**src/rtl/cpu_pkg.sv**
```systemverilog
// Shared CPU datapath definitions: stack defaults and the stack command encoding.
// The command is derived from the raw push/pop strobes once and used by the stack control.
package cpu_pkg;

    localparam int STK_DW = 8;
    localparam int STK_AW = 3;

    typedef enum logic [1:0] {
        CMD_IDLE = 2'b00,
        CMD_PUSH = 2'b01,
        CMD_POP  = 2'b10,
        CMD_REPL = 2'b11
    } stk_cmd_t;

    // A replace on an empty stack has nothing to overwrite, so it degrades to a plain push.
    function automatic stk_cmd_t decode_cmd(input logic push, input logic pop, input logic is_empty);
        stk_cmd_t cmd;
        cmd = CMD_IDLE;
        if (push && pop) begin
            cmd = is_empty ? CMD_PUSH : CMD_REPL;
        end else if (push) begin
            cmd = CMD_PUSH;
        end else if (pop) begin
            cmd = CMD_POP;
        end
        return cmd;
    endfunction

endpackage

```
**src/rtl/stack_mem.sv**
```systemverilog
// Stack storage: register array with one synchronous write port and two asynchronous read ports.
// The array is deliberately left without reset; the control logic never exposes stale slots.
module stack_mem #(
    parameter int DW = 8,
    parameter int AW = 3
) (
    input  logic          clk,
    input  logic          we,
    input  logic [AW-1:0] waddr,
    input  logic [DW-1:0] wdata,
    input  logic [AW-1:0] raddr_a,
    output logic [DW-1:0] rdata_a,
    input  logic [AW-1:0] raddr_b,
    output logic [DW-1:0] rdata_b
);

    localparam int DEPTH = 2 ** AW;

    logic [DW-1:0] mem [DEPTH];

    always_ff @(posedge clk) begin
        if (we) begin
            mem[waddr] <= wdata;
        end
    end

    assign rdata_a = mem[raddr_a];
    assign rdata_b = mem[raddr_b];

endmodule

```
**src/rtl/stack_engine.sv**
```systemverilog
// Full-descending hardware stack with registered top-of-stack, occupancy, SP load
// and sticky overflow/underflow flags.
module stack_engine
    import cpu_pkg::*;
#(
    parameter int DW = STK_DW,
    parameter int AW = STK_AW
) (
    input  logic          clk,
    input  logic          rst,
    input  logic          push,
    input  logic          pop,
    input  logic [DW-1:0] push_data,
    input  logic          sp_load,
    input  logic [AW-1:0] sp_in,
    input  logic          err_clr,
    output logic [DW-1:0] top,
    output logic [AW-1:0] sp,
    output logic [AW:0]   count,
    output logic          empty,
    output logic          full,
    output logic          ovf,
    output logic          unf
);

    localparam int         DEPTH     = 2 ** AW;
    localparam logic [AW:0] DEPTH_CNT = (AW+1)'(DEPTH);

    stk_cmd_t      cmd;
    logic [AW-1:0] sp_p1;
    logic [AW-1:0] sp_p2;
    logic [AW-1:0] load_p1;
    logic [AW:0]   load_count;
    logic          mem_we;
    logic [AW-1:0] mem_waddr;
    logic [AW-1:0] raddr_a;
    logic [DW-1:0] rdata_a;
    logic [DW-1:0] rdata_b;
    logic          ovf_set;
    logic          unf_set;

    assign empty = (count == '0);
    assign full  = (count == DEPTH_CNT);

    assign cmd        = decode_cmd(push, pop, empty);
    assign sp_p1      = sp + AW'(1);
    assign sp_p2      = sp + AW'(2);
    assign load_p1    = sp_in + AW'(1);
    assign load_count = (AW+1)'(DEPTH - 1) - {1'b0, sp_in};

    // Replace overwrites the current top (sp+1); a push fills the free slot at sp.
    assign mem_we    = !sp_load && ((cmd == CMD_PUSH && !full) || cmd == CMD_REPL);
    assign mem_waddr = (cmd == CMD_REPL) ? sp_p1 : sp;
    assign raddr_a   = sp_load ? load_p1 : sp_p1;

    assign ovf_set = !sp_load && (cmd == CMD_PUSH) && full;
    assign unf_set = !sp_load && (cmd == CMD_POP) && empty;

    stack_mem #(
        .DW(DW),
        .AW(AW)
    ) u_mem (
        .clk     (clk),
        .we      (mem_we),
        .waddr   (mem_waddr),
        .wdata   (push_data),
        .raddr_a (raddr_a),
        .rdata_a (rdata_a),
        .raddr_b (sp_p2),
        .rdata_b (rdata_b)
    );

    always_ff @(posedge clk or posedge rst) begin
        if (rst) begin
            sp    <= AW'(DEPTH - 1);
            count <= '0;
            top   <= '0;
            ovf   <= 1'b0;
            unf   <= 1'b0;
        end else begin
            ovf <= ovf_set | (ovf & ~err_clr);
            unf <= unf_set | (unf & ~err_clr);
            if (sp_load) begin
                sp    <= sp_in;
                count <= load_count;
                top   <= (load_count != '0) ? rdata_a : '0;
            end else begin
                case (cmd)
                    CMD_PUSH: begin
                        if (!full) begin
                            sp    <= sp - AW'(1);
                            count <= count + (AW+1)'(1);
                            top   <= push_data;
                        end
                    end
                    CMD_POP: begin
                        if (!empty) begin
                            sp    <= sp_p1;
                            count <= count - (AW+1)'(1);
                            top   <= (count >= (AW+1)'(2)) ? rdata_b : '0;
                        end
                    end
                    CMD_REPL: begin
                        top <= push_data;
                    end
                    default: begin
                    end
                endcase
            end
        end
    end

endmodule

```
**config.mk**
```make
export PLATFORM = sky130hd
export DESIGN_NAME = stack_engine
export DESIGN_NICKNAME = d
export VERILOG_FILES = /design/src/rtl/cpu_pkg.sv /design/src/rtl/stack_mem.sv /design/src/rtl/stack_engine.sv
export SDC_FILE = /design/constraint.sdc
export NUM_CORES = 1
export LEC_CHECK = 0
export CAP_MARGIN = 10
export CORE_AREA = 3 3 83 117
export DETAILED_ROUTE_END_ITERATION = 8
export DIE_AREA = 0 0 86 120
export HOLD_SLACK_MARGIN = 0.15
export PLACE_DENSITY = 0.71
export SYNTH_ARGS = -nofsm -noshare
export SYNTH_HDL_FRONTEND = slang
export SYNTH_HIERARCHICAL = 1
export SYNTH_SLANG_ARGS = --single-unit
```
**constraint.sdc**
```tcl
create_clock -name clk -period 7.1 [get_ports clk]
set_clock_uncertainty 0.2 [all_clocks]
set_input_delay 1.42 -clock clk [delete_from_list [all_inputs] [get_ports clk]]
set_output_delay 1.42 -clock clk [all_outputs]
set_load 0.01 [all_outputs]
```
==> results.json, run 1 <==
{
  "status": "finished clean",
  "r2r_slack_ps": 3610,
  "cts_buffer_depth": 2,
  "overflow": 0,
  "pwr-share-comb_pct": 19.9,
  "postCtsSetupBuffers": 0,
  "end_kind": "flop",
  "cts_resized": 0,
  "timing.critical_path.from_type": "input pin",
  "clkLatencyLatePin_ps": 330,
  "worstSetupPathType": "input pin to flop",
  "yosysSeqAreaShare_pct": 54.3,
  "portBuffers": 35,
  "root_buffer": "clkbuf_16",
  "drt-pass1-iter-count": 5,
  "max_freq_mhz": 212,
  "drt_iter0_markers": 180,
  "antenna_found_initial": 0,
  "yosysWarnings": 6,
  "max-cap-violations": 0,
  "cts.sinks": 81,
  "grt_use_total_pct": 18.3,
  "place.gp.congestion": 0.838,
  "die_y_um": 120,
  "crit_required_ps": 7100,
  "syn_to_final_growth_pct": 15.7,
  "fin_tns_setup_ps": 0,
  "power_switching_w": 0.000317,
  "netlist_instances": 266,
  "p_int_w": 0.000988,
  "fp.dieArea_um2": 10300,
  "rsz0062_at_grt": "no",
  "ir_drop_mv": 0.135,
  "maxSlewViolCount": 0,
  "timing_hold_violations_final": 0,
  "cts_hold_buf": 0,
  "cts.clk_slew.worst_paths_ps": 60,
  "synthesis.nets": 288,
  "htree_levels": 3,
  "rows": 41,
  "timing.final.crit_share_pct": 66.4,
  "worstPathArrival_ps": 4710,
  "hold_slack_ps": 323,
  "ys_ff_latch": 81,
  "drc": 0,
  "path_max_fanout": 24,
  "fin_crit_ps": 4710,
  "die_w_um": 86,
  "n_antenna_cell": 0,
  "drtAntennaViolNets": 0,
  "hp-class": "flop to flop",
  "coreArea_um2": 8870,
  "power.leakage_nw": 1.79,
  "vias_per_cell": 6.19,
  "drive_gt1_share_pct": 16.7,
  "switching_share_pct": 24.3,
  "grt_max_degree": 25,
  "setup_violations": 0,
  "initial_core_util_pct": 48.8,
  "worst_slew_pin_slew_ps": 1000,
  "cts_inserted_buffers": 9,
  "postSynthAreaPerCell_um2": 16.3,
  "grt_pass1_wl_um": 13600,
  "power_density_nw_per_um2": 261,
  "wire_per_inst_um": 22.0,
  "synth.distinct_cells": 52,
  "synthFlopType": "edfxtp_1",
  "nets": 317,
  "grt_pass1_vias": 2588,
  "cts_tree": "done",
  "vias": 2519,
  "synth_edf_count": 64,
  "pwr-share-seq_pct": 43.6,
  "total_power_w": 0.00130,
  "maxSlewHeadroom_pct": 33.0,
  "synthArstFlopShare_pct": 21.0,
  "dp_hpwl_um": 5940,
  "p_clk_share_pct": 36.5,
  "syn_area_um2": 4330,
  "routed_wl_um": 8940,
  "io-pin-count": 36
}
-- power by group through the flow --
stage | combinational (W) | sequential, W | clock, W
floorplan | 0.000185 | 0.000571 | 0
global placement | 0.000257 | 0.000577 | 0
detailed placement | 0.000261 | 0.000578 | 0
CTS | 0.000262 | 0.000569 | 0.000489
global route | 0.000281 | 0.000572 | 0.000509
finish | 0.000260 | 0.000569 | 0.000477
-- cells in the mapped netlist, types with 4 or more instances --
master	count	area share [%]
dfrtp_1	14	8.1
nor2_1	10	0.87
a222oi_1	8	1.9
mux2_2	18	4.7
nand2_1	8	0.69
nand2b_1	7	1.0
mux2i_1	9	2.1
inv_1	14	1.2
buf_6	4	1.0
clkbuf_1	6	0.52
mux4_1	29	18
edfxtp_1	64	44
xnor2_1	4	0.81
ha_1	5	1.4
nor3_1	6	0.69
-- critical path, stage by stage --
cell and delay [ps]:
clkdlybuf4s50_1 800, nand2_1 260, o21a_1 770, mux4_1 670, mux2_2 280, a222oi_1 370
mux2i_1 120
-- cell families after synthesis --
logic type | count (synthesis) | synth area share (%)
AOI/OAI and AO/OA | 33 | 6.04
and+or+nand+nor | 49 | 6.54
adders and majority gates | 5 | 1.45
buffers and inverters | 34 | 4.68
DFF | 81 | 54.3
muxes | 59 | 25.9
xor gates and xnor gates | 5 | 1.01
-- cells in the final DEF (no fill, tap or decap), drive strengths merged, types with 7 or more instances in the layout --
cell type and instances:
nand2b 7, mux2 18, edfxtp 64, clkbuf 10
inv 14, a222oi 8, mux4 32, nand2 8
dfrtp 14, nor3 8, nor2 12, clkdlybuf4s50 35
mux2i 9
-- routing by layer --
layer / track usage, % / part of all wire [%]
met4: 9.01 / 2.4
met3: 3.78 / 5.2
met1: 20.1 / 37
met5: 0 / 0
met2: 32.8 / 55
-- per-stage QoR --
step | worst slack (ps) | utilization, % | instance area [µm²] | cells
2_1_floorplan | 3200 | - | 4330 | 266
3_3_place_gp | 2060 | 52.9 | 4690 | 391
3_5_place_dp | 1990 | 52.9 | 4690 | 391
4_1_cts | 2340 | 56.4 | 5010 | 407
5_1_grt | 2200 | 56.4 | 5010 | 407
6_report | 2390 | 56.4 | 5010 | 407
-- final cells by class --
cell class                      instances  area (µm²)
Fill cell                             662        3870
Sequential cell                        81        2350
Multi-Input combinational cell        151        1780
Timing Repair Buffer                   37         365
Clock buffer                           10         229
Tap cell                              107         134
Clock inverter                          6        82.6
Inverter                               15        61.3
-- state kept, by name, summed over array words and instances (netlist names) --
signal     flops
sp             3
ovf            1
count          4
u_mem/mem     64
unf            1
top            8
-- final timing paths --
kind                              start      to  cells past startpoint
max in group asynchronous           rst  top[4]                      2
min in group asynchronous           rst  top[6]                      2
worst max-delay path            sp_load  top[0]                      7
worst min register to register   top[2]  top[2]                      2
worst max register to register    sp[0]  top[0]                      8
worst min-delay path             top[2]  top[2]                      2
Note: power is estimated with default switching activity, not from simulation.
==> inputs of run 2 (changes only) <==
- clock period: 7.1 -> 4.8 ns (I/O delays scaled with it)
==> run 2 against run 1 <==
Effect of this change: final cell count is 2.5% higher; highest routed layer unchanged; core utilization rose by 0.54 points; sequential power up 48%; total power grew 43%; register-to-register slack got worse by 2000 ps.
==> results.json, run 2 (synthesized netlist as in run 1, its figures left out) <==
{
  "final_area_um2": 5050,
  "path_max_fanout": 12,
  "rows": 41,
  "ir_drop_mv": 0.234,
  "end_kind": "flop",
  "timing_hold_violations_final": 0,
  "crit_required_ps": 4800,
  "timing.final.crit_share_pct": 74.4,
  "initial_core_util_pct": 48.8,
  "syn_to_final_growth_pct": 16.8,
  "setup_violations": 0,
  "power_density_nw_per_um2": 369,
  "grt_max_degree": 22,
  "routed_wl_um": 9450,
  "die_w_um": 86,
  "cts_tree": "done",
  "cts_buffer_depth": 2,
  "die_y_um": 120,
  "cts_hold_buf": 0,
  "worst_slew_pin_slew_ps": 831,
  "pre_cts_ws_ps": 897,
  "n_antenna_cell": 0,
  "grt_use_total_pct": 19.4,
  "layout_commonest_cell": "edfxtp_1",
  "crit_chain": "clkdlybuf4s50_1, nand2_1, o21a_1, buf_12, mux4_1, mux2_2, a222oi_1, mux2i_1",
  "timing.critical_path.from_type": "input pin",
  "power.leakage_nw": 1.81,
  "wire_per_inst_um": 22.7,
  "worstSetupPathType": "input pin to flop",
  "drive_gt1_share_pct": 19.4,
  "largest_register": "u_mem/mem",
  "top_regs": "u_mem/mem x64, top x8, count x4",
  "maxSlewViolCount": 0,
  "vias": 2580,
  "grt_pass1_vias": 2681,
  "worst_slack_ps": 1230,
  "maxSlewHeadroom_pct": 44.5,
  "cts.sinks": 81,
  "fin_crit_ps": 3570,
  "status": "finished clean",
  "p_int_w": 0.00137,
  "clkLatencyLatePin_ps": 340,
  "fill_cells": 676,
  "antenna_found_initial": 0,
  "coreArea_um2": 8870,
  "pwr-share-seq_pct": 45.2,
  "cts_inserted_buffers": 9,
  "p_clk_share_pct": 33.5,
  "place.gp.congestion": 0.899,
  "nets": 327,
  "worst-path-buf-inv": 2,
  "largest_register_ffs": 64,
  "htree_levels": 3,
  "io-pin-count": 36,
  "drc": 0,
  "worstPathArrival_ps": 3570,
  "drtAntennaViolNets": 0,
  "portBuffers": 35,
  "hp-class": "flop to flop",
  "postCtsSetupBuffers": 0,
  "overflow": 0,
  "fp.dieArea_um2": 10300,
  "dp_hpwl_um": 6770,
  "drt_iter0_markers": 203,
  "power_switching_w": 0.000495,
  "max-cap-violations": 0,
  "cts_resized": 0,
  "drt-pass1-iter-count": 6,
  "rsz0062_at_grt": "no",
  "pwr-share-comb_pct": 21.3,
  "max_stage_delay_ps": 580,
  "cp_slowest_cell": "clkdlybuf4s50_1",
  "max_freq_mhz": 280,
  "root_buffer": "clkbuf_16",
  "fin_tns_setup_ps": 0,
  "final_cell_mix": "edfxtp_1 (64), clkdlybuf4s50_1 (35), mux4_1 (29)",
  "cpLargestDelayFamily": "multiplexers",
  "placed_area_um2": 4770,
  "vias_per_cell": 6.19,
  "cts.clk_slew.worst_paths_ps": 60,
  "grt_pass1_wl_um": 14500,
  "switching_share_pct": 26.6
}
run 2: changes by cell type in the layout (fill, tap and decap cells not counted), moves of 2 or more:
cell	previous run	this run
clkinv_2	2	0
clkinvlp_4	0	4
buf_4	2	11
bufinv_16	2	0
nor3_1	4	6
nor3_2	4	2
run 2: worst reg2reg max path, stage by stage, from the launching register on:
cell and delay [ps]:
dfstp_2 900, inv_1 180, o21a_1 330, buf_12 210, mux4_1 450, mux2_2 280, a222oi_1 340, mux2i_1 120
run 2: power groups by stage:
stage          Sequential (W)  Combinational, W  Clock, W
2_1_floorplan        0.000845          0.000274         0
3_3_place_gp         0.000855          0.000391         0
3_5_place_dp         0.000857          0.000398         0
4_1_cts              0.000843          0.000399  0.000640
5_1_grt              0.000846          0.000429  0.000671
6_report             0.000842          0.000397  0.000624
run 2: metrics by stage:
step	total power, W	hold WS (ps)	util [%]	std cells
3_5_place_dp	0.00125	316	53.8	401
5_1_grt	0.00195	364	56.9	417
2_1_floorplan	0.00112	350	-	266
3_3_place_gp	0.00125	310	53.8	401
6_report	0.00186	324	56.9	417
4_1_cts	0.00188	332	56.9	417
run 2: worst paths after layout:
path,start,to,slack [ps],depth (start not counted)
hold reg to reg,unf,unf,320,2
hold / removal,unf,unf,320,2
setup / recovery,sp_load,top[6],1230,8
setup reg to reg,sp[0],top[6],1650,7
max in group asynchronous,rst,top[0],3050,2
min in group asynchronous,rst,top[1],860,2
run 2: metal layers:
layer | vias to the layer above | GRT usage, % | wire length, µm
li1 | 1170 | - | -
met1 | 1299 | 19.8 | 3360
met2 | 85 | 35.8 | 5340
met3 | 26 | 3.78 | 367
met4 | 0 | 11.0 | 379
met5 | - | 0 | 0
run 2: cell type report:
cell class	count	area (µm²)	area share, %
Timing Repair Buffer	47	453	8.96
Inverter	15	61.3	1.21
Clock buffer	9	225	4.46
Multi-Input combinational cell	151	1770	35.1
Tap cell	107	134	2.65
Clock inverter	7	56.3	1.11
Sequential cell	81	2350	46.5
==> inputs of run 3 (changes only) <==
- clock period: 4.8 -> 3.7 ns (I/O delays scaled with it)
==> run 3 against run 2 <==
Effect of this change: core utilization rose by 1.6 points; clock power rose by 45%; first-iteration DRC count fell by 16%; design area rose by 2.9%; die area did not move; hold slack got worse by 1.2 ps; sequential share of layout area fell by 1.3 points; global-route usage barely moved; routed wire length fell by 2.8%; combinational power rose by 37%; critical endpoint is now top[7].
==> results.json, run 3 (synthesized netlist as in run 1, its figures left out) <==
{
  "pwr-share-seq_pct": 42.6,
  "overflow": 0,
  "max_stage_delay_ps": 520,
  "power_switching_w": 0.000655,
  "end_kind": "flop",
  "maxSlewHeadroom_pct": 50.1,
  "worst-path-buf-inv": 2,
  "largest_register": "u_mem/mem",
  "cts_inserted_buffers": 9,
  "rows": 41,
  "fin_tns_setup_ps": 0,
  "worstSetupPathType": "input pin to flop",
  "final_cell_mix": "edfxtp_1 (64), clkdlybuf4s50_1 (35), mux4_1 (29)",
  "cts_hold_buf": 0,
  "vias": 2592,
  "crit_chain": "clkdlybuf4s50_1, ha_1, ha_1, nand2_1, o21ai_1, buf_12, mux4_1, mux2_2, a222oi_1, mux2i_1",
  "switching_share_pct": 26.0,
  "utilization_pct": 58.6,
  "fin_crit_ps": 3270,
  "hp-class": "flop to flop",
  "timing.final.crit_share_pct": 88.4,
  "fill_cells": 668,
  "multiInputGateArea_um2": 1770,
  "root_buffer": "clkbuf_16",
  "nets": 341,
  "rsz0062_at_grt": "no",
  "n_antenna_cell": 0,
  "power.leakage_nw": 1.92,
  "cts_tree": "done",
  "place.gp.congestion": 0.805,
  "timing.critical_path.from_type": "input pin",
  "drtAntennaViolNets": 0,
  "max_freq_mhz": 306,
  "postCtsSetupBuffers": 0,
  "htree_levels": 3,
  "timing_hold_violations_final": 0,
  "cts_buffer_depth": 2,
  "ir_drop_mv": 0.424,
  "seqCellArea_um2": 2350,
  "initial_core_util_pct": 48.8,
  "pre_cts_ws_ps": 56.6,
  "grt_max_degree": 19,
  "top_regs": "u_mem/mem x64, top x8, count x4",
  "p_clk_share_pct": 35.8,
  "cts.clk_slew.worst_paths_ps": 70,
  "cp_slowest_cell": "a222oi_1",
  "grt_pass1_vias": 2622,
  "status": "finished clean",
  "coreArea_um2": 8870,
  "cpLargestDelayFamily": "multiplexers",
  "die_y_um": 120,
  "worst_slew_pin_slew_ps": 748,
  "vias_per_cell": 6.01,
  "grt_use_total_pct": 19.4,
  "fp.dieArea_um2": 10300,
  "clkLatencyLatePin_ps": 330,
  "die_w_um": 86,
  "pwr-share-comb_pct": 21.6,
  "cts_resized": 0,
  "power_density_nw_per_um2": 485,
  "crit_required_ps": 3690,
  "antenna_found_initial": 0,
  "cts.sinks": 81,
  "crit_top_cell": "ha_1",
  "portBuffers": 35,
  "syn_to_final_growth_pct": 20.2,
  "layout_commonest_cell": "edfxtp_1",
  "setup_violations": 0,
  "worstPathArrival_ps": 3260,
  "wire_per_inst_um": 21.3,
  "drt-pass1-iter-count": 4,
  "p_int_w": 0.00187,
  "io-pin-count": 36,
  "routed_wl_um": 9190,
  "largest_register_ffs": 64,
  "max-cap-violations": 0,
  "grt_pass1_wl_um": 14300,
  "dp_hpwl_um": 6520,
  "path_max_fanout": 16,
  "drt_iter0_markers": 171,
  "maxSlewViolCount": 0,
  "drc": 0,
  "worst_slack_ps": 431,
  "drive_gt1_share_pct": 22.8
}
## run 3: cell count changes in the layout (fill, tap and decap cells not counted), sizes merged
cell      delta
buf         +14
bufinv       +1
clkinvlp     -4
inv          +3
## run 3: final timing paths
kind / from / end / slack, ps / cells after the start
max: sp_in[1] / top[7] / 430 / 10
min: top[1] / top[1] / 320 / 2
max reg2reg: sp[1] / top[7] / 640 / 6
min reg2reg: top[1] / top[1] / 320 / 2
max in group asynchronous: rst / count[0] / 2190 / 2
min in group asynchronous: rst / top[2] / 630 / 2
## run 3: final cells by class
class | count | share of cell area [%]
multi-input combinational | 151 | 34.1
timing repair buffer | 61 | 11.0
clock inverter | 7 | 1.61
sequential | 81 | 45.2
clock buffer | 9 | 4.33
tap | 107 | 2.58
inverter | 15 | 1.18
## run 3: power by group through the flow
stage / clock [W] / combinational [W] / sequential [W]
after floorplan: 0 / 0.000355 / 0.00110
after global placement: 0 / 0.000538 / 0.00109
after detailed placement: 0 / 0.000547 / 0.00109
after CTS: 0.000928 / 0.000550 / 0.00108
after global routing: 0.000966 / 0.000588 / 0.00108
final: 0.000904 / 0.000544 / 0.00108
## run 3: through the flow
| step | hold slack, ps | std cells | total power (W) | cell area [µm²] |
|---|---|---|---|---|
| 3_5_place_dp | 317 | 415 | 0.00164 | 4890 |
| 4_1_cts | 327 | 431 | 0.00255 | 5200 |
| 5_1_grt | 338 | 431 | 0.00263 | 5200 |
| 6_report | 323 | 431 | 0.00252 | 5200 |
| 2_1_floorplan | 350 | 266 | 0.00145 | 4330 |
| 3_3_place_gp | 310 | 415 | 0.00163 | 4890 |
## run 3: worst min-delay path: cells and delay by family (launching register included)
kind,cells,cell delay (ps)
multiplexers,1,50
flip-flops,1,380
buffers and inverters,1,50
## run 3: metal layers
layer,GRT usage [%],vias to the layer above,part of all wire [%]
met5,0,-,0
met4,9.01,0,2.5
met3,3.91,14,4.7
met2,36.1,88,57
met1,20.3,1283,36
li1,-,1207,-
